[src/rtl/fft_out_buffer.sv]
// Captures one FFT frame in a single edge, scales (and optionally index-reverses) it, then streams
// one complex sample per valid/ready handshake. Define FFT_OUT_ROUND_EN for rounded scaling.
module fft_out_buffer #(
    parameter int WORD_SIZE = 16,
    parameter int LOG2N     = 4,
    parameter int SHIFT     = 4
) (
    input  logic                               clk,
    input  logic                               rst_n,
    input  logic [(2**LOG2N)*WORD_SIZE-1:0]    data_r,
    input  logic [(2**LOG2N)*WORD_SIZE-1:0]    data_i,
    input  logic                               load,
    input  logic                               inverse,
    input  logic                               out_ready,
    output logic [WORD_SIZE-1:0]               out_re,
    output logic [WORD_SIZE-1:0]               out_im,
    output logic [LOG2N-1:0]                   out_idx,
    output logic                               out_valid,
    output logic                               out_last,
    output logic                               busy,
    output logic                               overrun
);
    localparam int N = 2 ** LOG2N;
    localparam logic [LOG2N-1:0] LastIdx = LOG2N'(N - 1);
    localparam logic [WORD_SIZE:0] RndAdd =
        (SHIFT == 0) ? '0 : ((WORD_SIZE + 1)'(1) << (SHIFT - 1));

    typedef enum logic {StIdle, StStream} state_e;

    state_e               state_q, state_d;
    logic                 overrun_q, overrun_d;
    logic [LOG2N-1:0]     idx_q;
    logic [WORD_SIZE-1:0] re_q, im_q;
    logic [WORD_SIZE-1:0] buf_re_q [N];
    logic [WORD_SIZE-1:0] buf_im_q [N];
    logic [WORD_SIZE-1:0] cap_re   [N];
    logic [WORD_SIZE-1:0] cap_im   [N];
    logic                 xfer, at_last, accept;
    logic [LOG2N-1:0]     idx_nxt;

    // Sign-magnitude scaling so negative values move toward zero like positive ones.
    function automatic logic [WORD_SIZE-1:0] scale(input logic [WORD_SIZE-1:0] x);
        logic                 neg;
        logic [WORD_SIZE-1:0] mag;
        logic [WORD_SIZE:0]   sum;
        logic [WORD_SIZE-1:0] res;
        neg = x[WORD_SIZE-1];
        mag = neg ? -x : x;
`ifdef FFT_OUT_ROUND_EN
        sum = {1'b0, mag} + RndAdd;
`else
        sum = {1'b0, mag};
`endif
        sum = sum >> SHIFT;
        res = sum[WORD_SIZE-1:0];
        return neg ? -res : res;
    endfunction

    function automatic int src_point(input int k, input logic inv);
        return inv ? ((N - k) % N) : k;
    endfunction

    always_comb begin
        for (int k = 0; k < N; k++) begin
            cap_re[k] = scale(data_r[src_point(k, inverse)*WORD_SIZE +: WORD_SIZE]);
            cap_im[k] = scale(data_i[src_point(k, inverse)*WORD_SIZE +: WORD_SIZE]);
        end
    end

    always_comb begin
        xfer      = (state_q == StStream) && out_ready;
        at_last   = (idx_q == LastIdx);
        idx_nxt   = idx_q + LOG2N'(1);
        // A load is only taken when idle or when it coincides with the final transfer.
        accept    = load && ((state_q == StIdle) || (xfer && at_last));
        overrun_d = load && !accept;
        state_d   = state_q;
        unique case (state_q)
            StIdle:   if (accept) state_d = StStream;
            StStream: if (xfer && at_last && !accept) state_d = StIdle;
        endcase
    end

    always_ff @(posedge clk or negedge rst_n) begin
        if (!rst_n) begin
            state_q   <= StIdle;
            overrun_q <= 1'b0;
        end else begin
            state_q   <= state_d;
            overrun_q <= overrun_d;
        end
    end

    always_ff @(posedge clk or negedge rst_n) begin
        if (!rst_n) begin
            for (int k = 0; k < N; k++) begin
                buf_re_q[k] <= '0;
                buf_im_q[k] <= '0;
            end
            idx_q <= '0;
            re_q  <= '0;
            im_q  <= '0;
        end else if (accept) begin
            for (int k = 0; k < N; k++) begin
                buf_re_q[k] <= cap_re[k];
                buf_im_q[k] <= cap_im[k];
            end
            idx_q <= '0;
            re_q  <= cap_re[0];
            im_q  <= cap_im[0];
        end else if (xfer && !at_last) begin
            idx_q <= idx_nxt;
            re_q  <= buf_re_q[idx_nxt];
            im_q  <= buf_im_q[idx_nxt];
        end
    end

    assign out_re    = re_q;
    assign out_im    = im_q;
    assign out_idx   = idx_q;
    assign out_valid = (state_q == StStream);
    assign busy      = (state_q == StStream);
    assign out_last  = out_valid && at_last;
    assign overrun   = overrun_q;
endmodule

[config.mk]
export PLATFORM = sky130hd
export DESIGN_NAME = fft_out_buffer
export DESIGN_NICKNAME = d
export VERILOG_FILES = /design/src/rtl/fft_out_buffer.sv
export SDC_FILE = /design/constraint.sdc
export NUM_CORES = 2
export LEC_CHECK = 0
export CORE_UTILIZATION = 25
export DETAILED_ROUTE_END_ITERATION = 16
export PLACE_DENSITY = 0.53
export SLEW_MARGIN = 10
export SYNTH_ARGS = -nofsm -noshare
export SYNTH_HDL_FRONTEND = slang
export SYNTH_SLANG_ARGS = --single-unit
export TNS_END_PERCENT = 100
[constraint.sdc]
create_clock -name clk -period 3.2 [get_ports clk]
set_input_delay 0.64 -clock clk [delete_from_list [all_inputs] [get_ports clk]]
set_output_delay 0.64 -clock clk [all_outputs]
set_load 0.1 [all_outputs]
### Word-level counts from Yosys, hierarchy flattened

Cells that the tools add are included.

* flip-flop bits (word level): 550
* input bits: 517
* output and inout bits: 40
* logic and storage cells: 238

* $add $sub $neg: 65
* $lt $le $gt $ge: 1
* equal/unequal tests: 1
* shifts and indexed selects: 28
* muxes and demuxes: 93
* bitwise operators: 2
* reduce and logical (&&, ||, !) cells: 11

Operators by type and width (count)
* $shiftx 256x32->16: 14
* $shiftx 256x9->16: 14
* $mux 16: 72
* $neg 12->16: 32
* $neg 16->16: 32
* $bmux 16 s4: 2
* $mux 4: 16
* $logic_and 1x1->1: 7
* $ge 5x5->1 const B: 1
* $not 4->5: 1
* $add 4x1->4 const B: 1
* $eq 4x4->1 const B: 1
* $logic_not 1->1: 2
* $mux 1: 2
* $pmux 1 s2: 1
* $reduce_bool 2->1: 1
* $logic_or 1x1->1: 1
* $not 1->1: 1

### Longest topological paths before layout

* word-level depth: 8
* mapped depth: 23
* depth with buffers taken out: 13

### Least setup slack after synthesis

OpenSTA, ideal clock, no wires.

* path kind: input-to-reg
* start: in inverse
* end: reg buf_im_q[168] in the netlist's numbering
* setup time: 0.120 ns
* data arrival time: 4.324 ns
* path slack: -1.244 ns
* cell stages on the path: 23
* buffers on the path: 11
* cell sequence: buf_6 > buf_12 > buf_12 > buf_6 > buf_6 > buf_6 > buf_6 > buf_6 > buf_2 > buf_4 > buf_2 > nand2_1 > nand2_1 > a21oi_1 > xor2_1 > ha_1 > inv_1 > a2111o_1 > a22oi_2 > nand2_1 > xnor2_1 > or3_1 > a31o_2

* cells in the longest elaborated chain, start to end: 6

RTL lines
* start: declaration: RTL line 13 `input logic inverse,`
* $mux 4 *: RTL line 60 `return inv ? ((N - k) % N) : k;`
* $shiftx 256x9->16 *: RTL line 66 `cap_im[k] = scale(data_i[src_point(k, inverse)*WORD_SIZE +: WORD_SIZE]);`
* $neg 16->16: RTL line 48 `mag = neg ? -x : x;`
* $mux 16: RTL line 48
* $neg 12->16: RTL line 56 `return neg ? -res : res;`
* $mux 16 *: RTL line 56
* end signal: indexed assignment: RTL line 106 `buf_im_q[k] <= cap_im[k];`
* end: declaration: RTL line 35 `logic [WORD_SIZE-1:0] buf_im_q [N];`

Every way passes the cells marked *; elsewhere a longest branch is shown, timed or not.
A chain may end at the register's enable or synchronous reset.

### Worst setup path after layout

* start: in data_i[242]
* end: reg buf_im_q[14] in the netlist's numbering

* cells in the longest elaborated chain, start to end: 5

RTL lines
* start: declaration: RTL line 11 `input logic [(2**LOG2N)*WORD_SIZE-1:0] data_i,`
* $shiftx 256x9->16: RTL line 66
* $neg 16->16: RTL line 48
* $mux 16: RTL line 48
* $neg 12->16: RTL line 56
* $mux 16: RTL line 56

Every way passes these cells.

==> metrics.yaml <==
pwr:
  p_per_area_nw_per_um2: 653.4
  pwr-share-seq_pct: 33.1
  finalPower_mw: 39.16
  p_switching_mw: 15.83
  clockPowerShare_pct: 19.5
  pwr-share-comb_pct: 47.5
  swShare_pct: 40.43
  internal-power_mw: 23.32
  leakage_nw: 26.11
  ir_worst_vdd_mv: 0.4550
timing:
  clock.fmax_ghz: 0.3257
  slew_headroom_pct: 43.58
  rsz0062_at_grt: "false"
  hold_viol: 0
  tightest_slew_ns: 0.8464
  setup_violations: 0
  fin_crit_sh_pct: 95.95
  drv_slew: 0
  skew_ns: 0.03482
  final.min_clock_period_ns: 3.070
die:
  rows: 150
  start_util_pct: 25.29
  die_area_um2: 171400
  die_width_um: 414.0
  boundaryPins: 557
  die_h_um: 414.0
  core-area_um2: 167800
routing:
  vias: 41555
  first_iter_violations: 2950
  first_pass_iters: 7
  viasPerCell: 4.992
  antenna_left: 0
  finalWirelength_mm: 176.4
  wl_per_cell_um: 21.19
  drc: 0
synthesis:
  ys_seq_elements: 550
  yosys.area_share.simple_pct: 21.14
  synth-adder-area-share_pct: 0.9730
  synth_top_area_share_pct: 32.43
  synthesis.nets: 5262
  synth_xor_area_share_pct: 8.028
  async_reset_ff_share_pct: 100.0
  synth-edff-count: 0
  synth_compound_area_share_pct: 14.31
  netlist_instances: 4712
  synth_mux_area_share_pct: 19.64
  synth_warnings: 0
  yosys.area.top_type: "dfrtp_1"
  ys_top_cells_by_area: "dfrtp_1, mux2i_1, mux4_2"
  synth_area_per_cell_um2: 9.006
  synth_cell_types: 114
  synth_top_family_by_area: "simple AND/OR/NAND/NOR gates"
  synth_flop_cell: "dfrtp_1"
  yosysSeqAreaShare_pct: 32.43
  syn-cell-area_um2: 42440
clock_network:
  clk_pin_slew_ns: 0.05
  clockBufferDepth: 3
  htree_levels: 3
  cts_made_buffers: 68
  clock_latency_ns: 0.64
  cts_tree: "yes"
  cts-root-buf: "clkbuf_16"
  clock-sinks: 550
setup_path:
  cp_cell_sequence: "clkdlybuf4s50_1, or4_1, or3_1, a21oi_1, buf_4, a21oi_1, nor3b_2, nor3b_1, a211oi_1, buf_4, a21o_1"
  path_class: "input port to flop"
  r2r_end: "out_im[3]"
  crit_start: "data_i[242]"
  worst_path_largest_cell_delay_ns: 0.62
  critPathCaptureType: "flop"
  crit_fanout: 4
  cpLargestDelayFamily: "simple AND/OR/NAND/NOR gates"
  arrival_ns: 3.63
  worstPathRequired_ns: 3.76
  reg2regPathDepth: 6
  rr_startpoint: "out_idx[0]"
  crit_slowest_cell: "or4_1"
  cp-start-kind: "input port"
  r2r_slack_ns: 0.47
  worst-path-buf-inv: 3
placement:
  numPortBuffers: 556
  dp_cells: 8207
  routabilityCongestion: 0.9095
  place_hpwl_mm: 146.9
layout:
  fin_util_pct: 35.72
  n_fill_cell: 17172
  nets: 6624
  drive_gt1_share_pct: 25.68
  finalNonFillerCells: 8324
  syn_to_final_growth_pct: 41.22
run_status:
  status: "complete, no violations"
hold_path:
  hold_class: "input port to async pin"
global_routing:
  grt_overflow_total: 0
  grt_use_total_pct: 20.17
  grt_pass1_vias: 41507
  grt_pass1_wl_mm: 265.5
  antenna_found_initial: 10
  grt_max_degree: 98
job:
  cap_violations: 0
-- repair_timing --
item | in CTS | in global routing
setup endpoints to repair | 0 | 14
gates resized for setup | 0 | 10
hold buffers | 0 | 0
setup buffers | 0 | 1
-- cells in the mapped netlist (27+ instances only) --
| master | count |
|---|---|
| or3_1 | 59 |
| nor3_1 | 165 |
| or4_1 | 36 |
| nand2_1 | 759 |
| nor3b_1 | 35 |
| nor4_1 | 76 |
| buf_4 | 29 |
| ha_1 | 33 |
| nand4_1 | 37 |
| or2_2 | 27 |
| mux4_2 | 159 |
| a21oi_1 | 213 |
| mux2_2 | 85 |
| and2_1 | 31 |
| a21o_1 | 73 |
| nor2_1 | 286 |
| dfrtp_1 | 550 |
| and3_1 | 55 |
| xnor2_1 | 211 |
| nand3_1 | 136 |
| o21ai_1 | 41 |
| o21ai_0 | 368 |
| clkbuf_1 | 164 |
| xor2_1 | 178 |
| mux2i_1 | 370 |
| buf_6 | 32 |
-- cell usage in the layout, fill, tap and decap left out, types with 19 or more instances in the layout --
cell type,n
dfrtp_1,547
nor3_1,161
xor2_1,178
nand3b_1,21
a21o_1,73
nor4_1,69
a21oi_2,19
xnor2_1,207
mux2i_2,26
mux4_2,159
a211oi_1,21
clkbuf_1,19
clkbuf_16,71
or4_1,33
nand3_1,136
nor2b_1,23
o21ai_0,344
clkdlybuf4s50_1,514
a21oi_1,194
mux2i_1,345
or2_2,27
or3_1,59
nor3b_1,33
o21ai_1,60
o211ai_1,20
ha_2,22
buf_4,999
o31ai_1,24
inv_1,25
nand2b_1,23
mux2_2,83
a31oi_1,26
nand2_1,758
buf_12,37
nand4_1,37
and3_1,55
and2_1,31
nor2_1,284
-- how the worst max path moves through the flow --
stage	slack, ns	cells after the start	to
floorplan	-0.93	23	buf_im_q[168]
global placement	-0.59	15	buf_re_q[168]
detailed placement	-0.61	15	buf_re_q[174]
CTS	0.03	15	buf_re_q[174]
global route	0.003	14	buf_im_q[42]
finish	0.13	11	buf_im_q[14]
-- state kept, by name, summed over array words and instances, names as in the netlist --
register,cells
buf_re_q,256
out_im,16
out_idx,4
busy,1
out_re,16
overrun,1
buf_im_q,256
-- worst register-to-register path: stages, from the launching register on --
cell	delay (ns)
dfrtp_4	0.56
buf_4	0.53
mux4_2	0.64
mux4_2	0.55
nand2_1	0.13
and3_1	0.16
a21oi_1	0.04
-- metrics by stage --
step	area, um^2	worst slack (ns)	hold WS, ns	setup TNS [ns]
floorplan	43090	-0.9324	0.3444	-26.49
global placement	57730	-0.5922	0.4521	-51.46
detailed placement	57730	-0.6149	0.4587	-55.63
CTS	59860	0.02883	0.06299	0
global route	59930	0.003132	0.06709	0
finish	59930	0.1297	0.02608	0
-- cells by family after synthesis --
kind of cell | after synthesis
AND/OR/NAND/NOR | 1849
flip-flops | 550
adder cells (fa/ha/maj) | 33
buffers and inverters | 287
AO/OA/AOI/OAI | 984
multiplexers | 620
XOR/XNOR | 389
-- metal layers --
layer | vias to the layer above | track usage, % | part of all wire (%)
li1 | 20030 | - | -
met1 | 20357 | 24.53 | 42
met2 | 965 | 36.83 | 52
met3 | 201 | 1.949 | 3.3
met4 | 2 | 6.906 | 3.5
met5 | - | 0 | 0.0074
-- power groups by stage --
stage	Sequential, mW	Combinational [mW]	Clock, mW
global route	13.3	20.0	8.01
global placement	13.0	18.6	0
floorplan	13.2	10.3	0
finish	12.9	18.6	7.63
detailed placement	13.0	18.9	0
CTS	13.0	18.9	7.78
-- layout make-up --
type | count | area, um^2 | share of cell area, %
antenna | 3 | 7.507 | 0.01253
clock inverter | 16 | 190.2 | 0.3174
inverter | 27 | 101.3 | 0.1691
sequential | 550 | 13770 | 22.98
multi-input combinational | 3875 | 27740 | 46.29
timing repair buffer | 1552 | 13420 | 22.39
clock buffer | 97 | 1944 | 3.245
tap | 2204 | 2758 | 4.602
(Power assumes the default switching activity.)
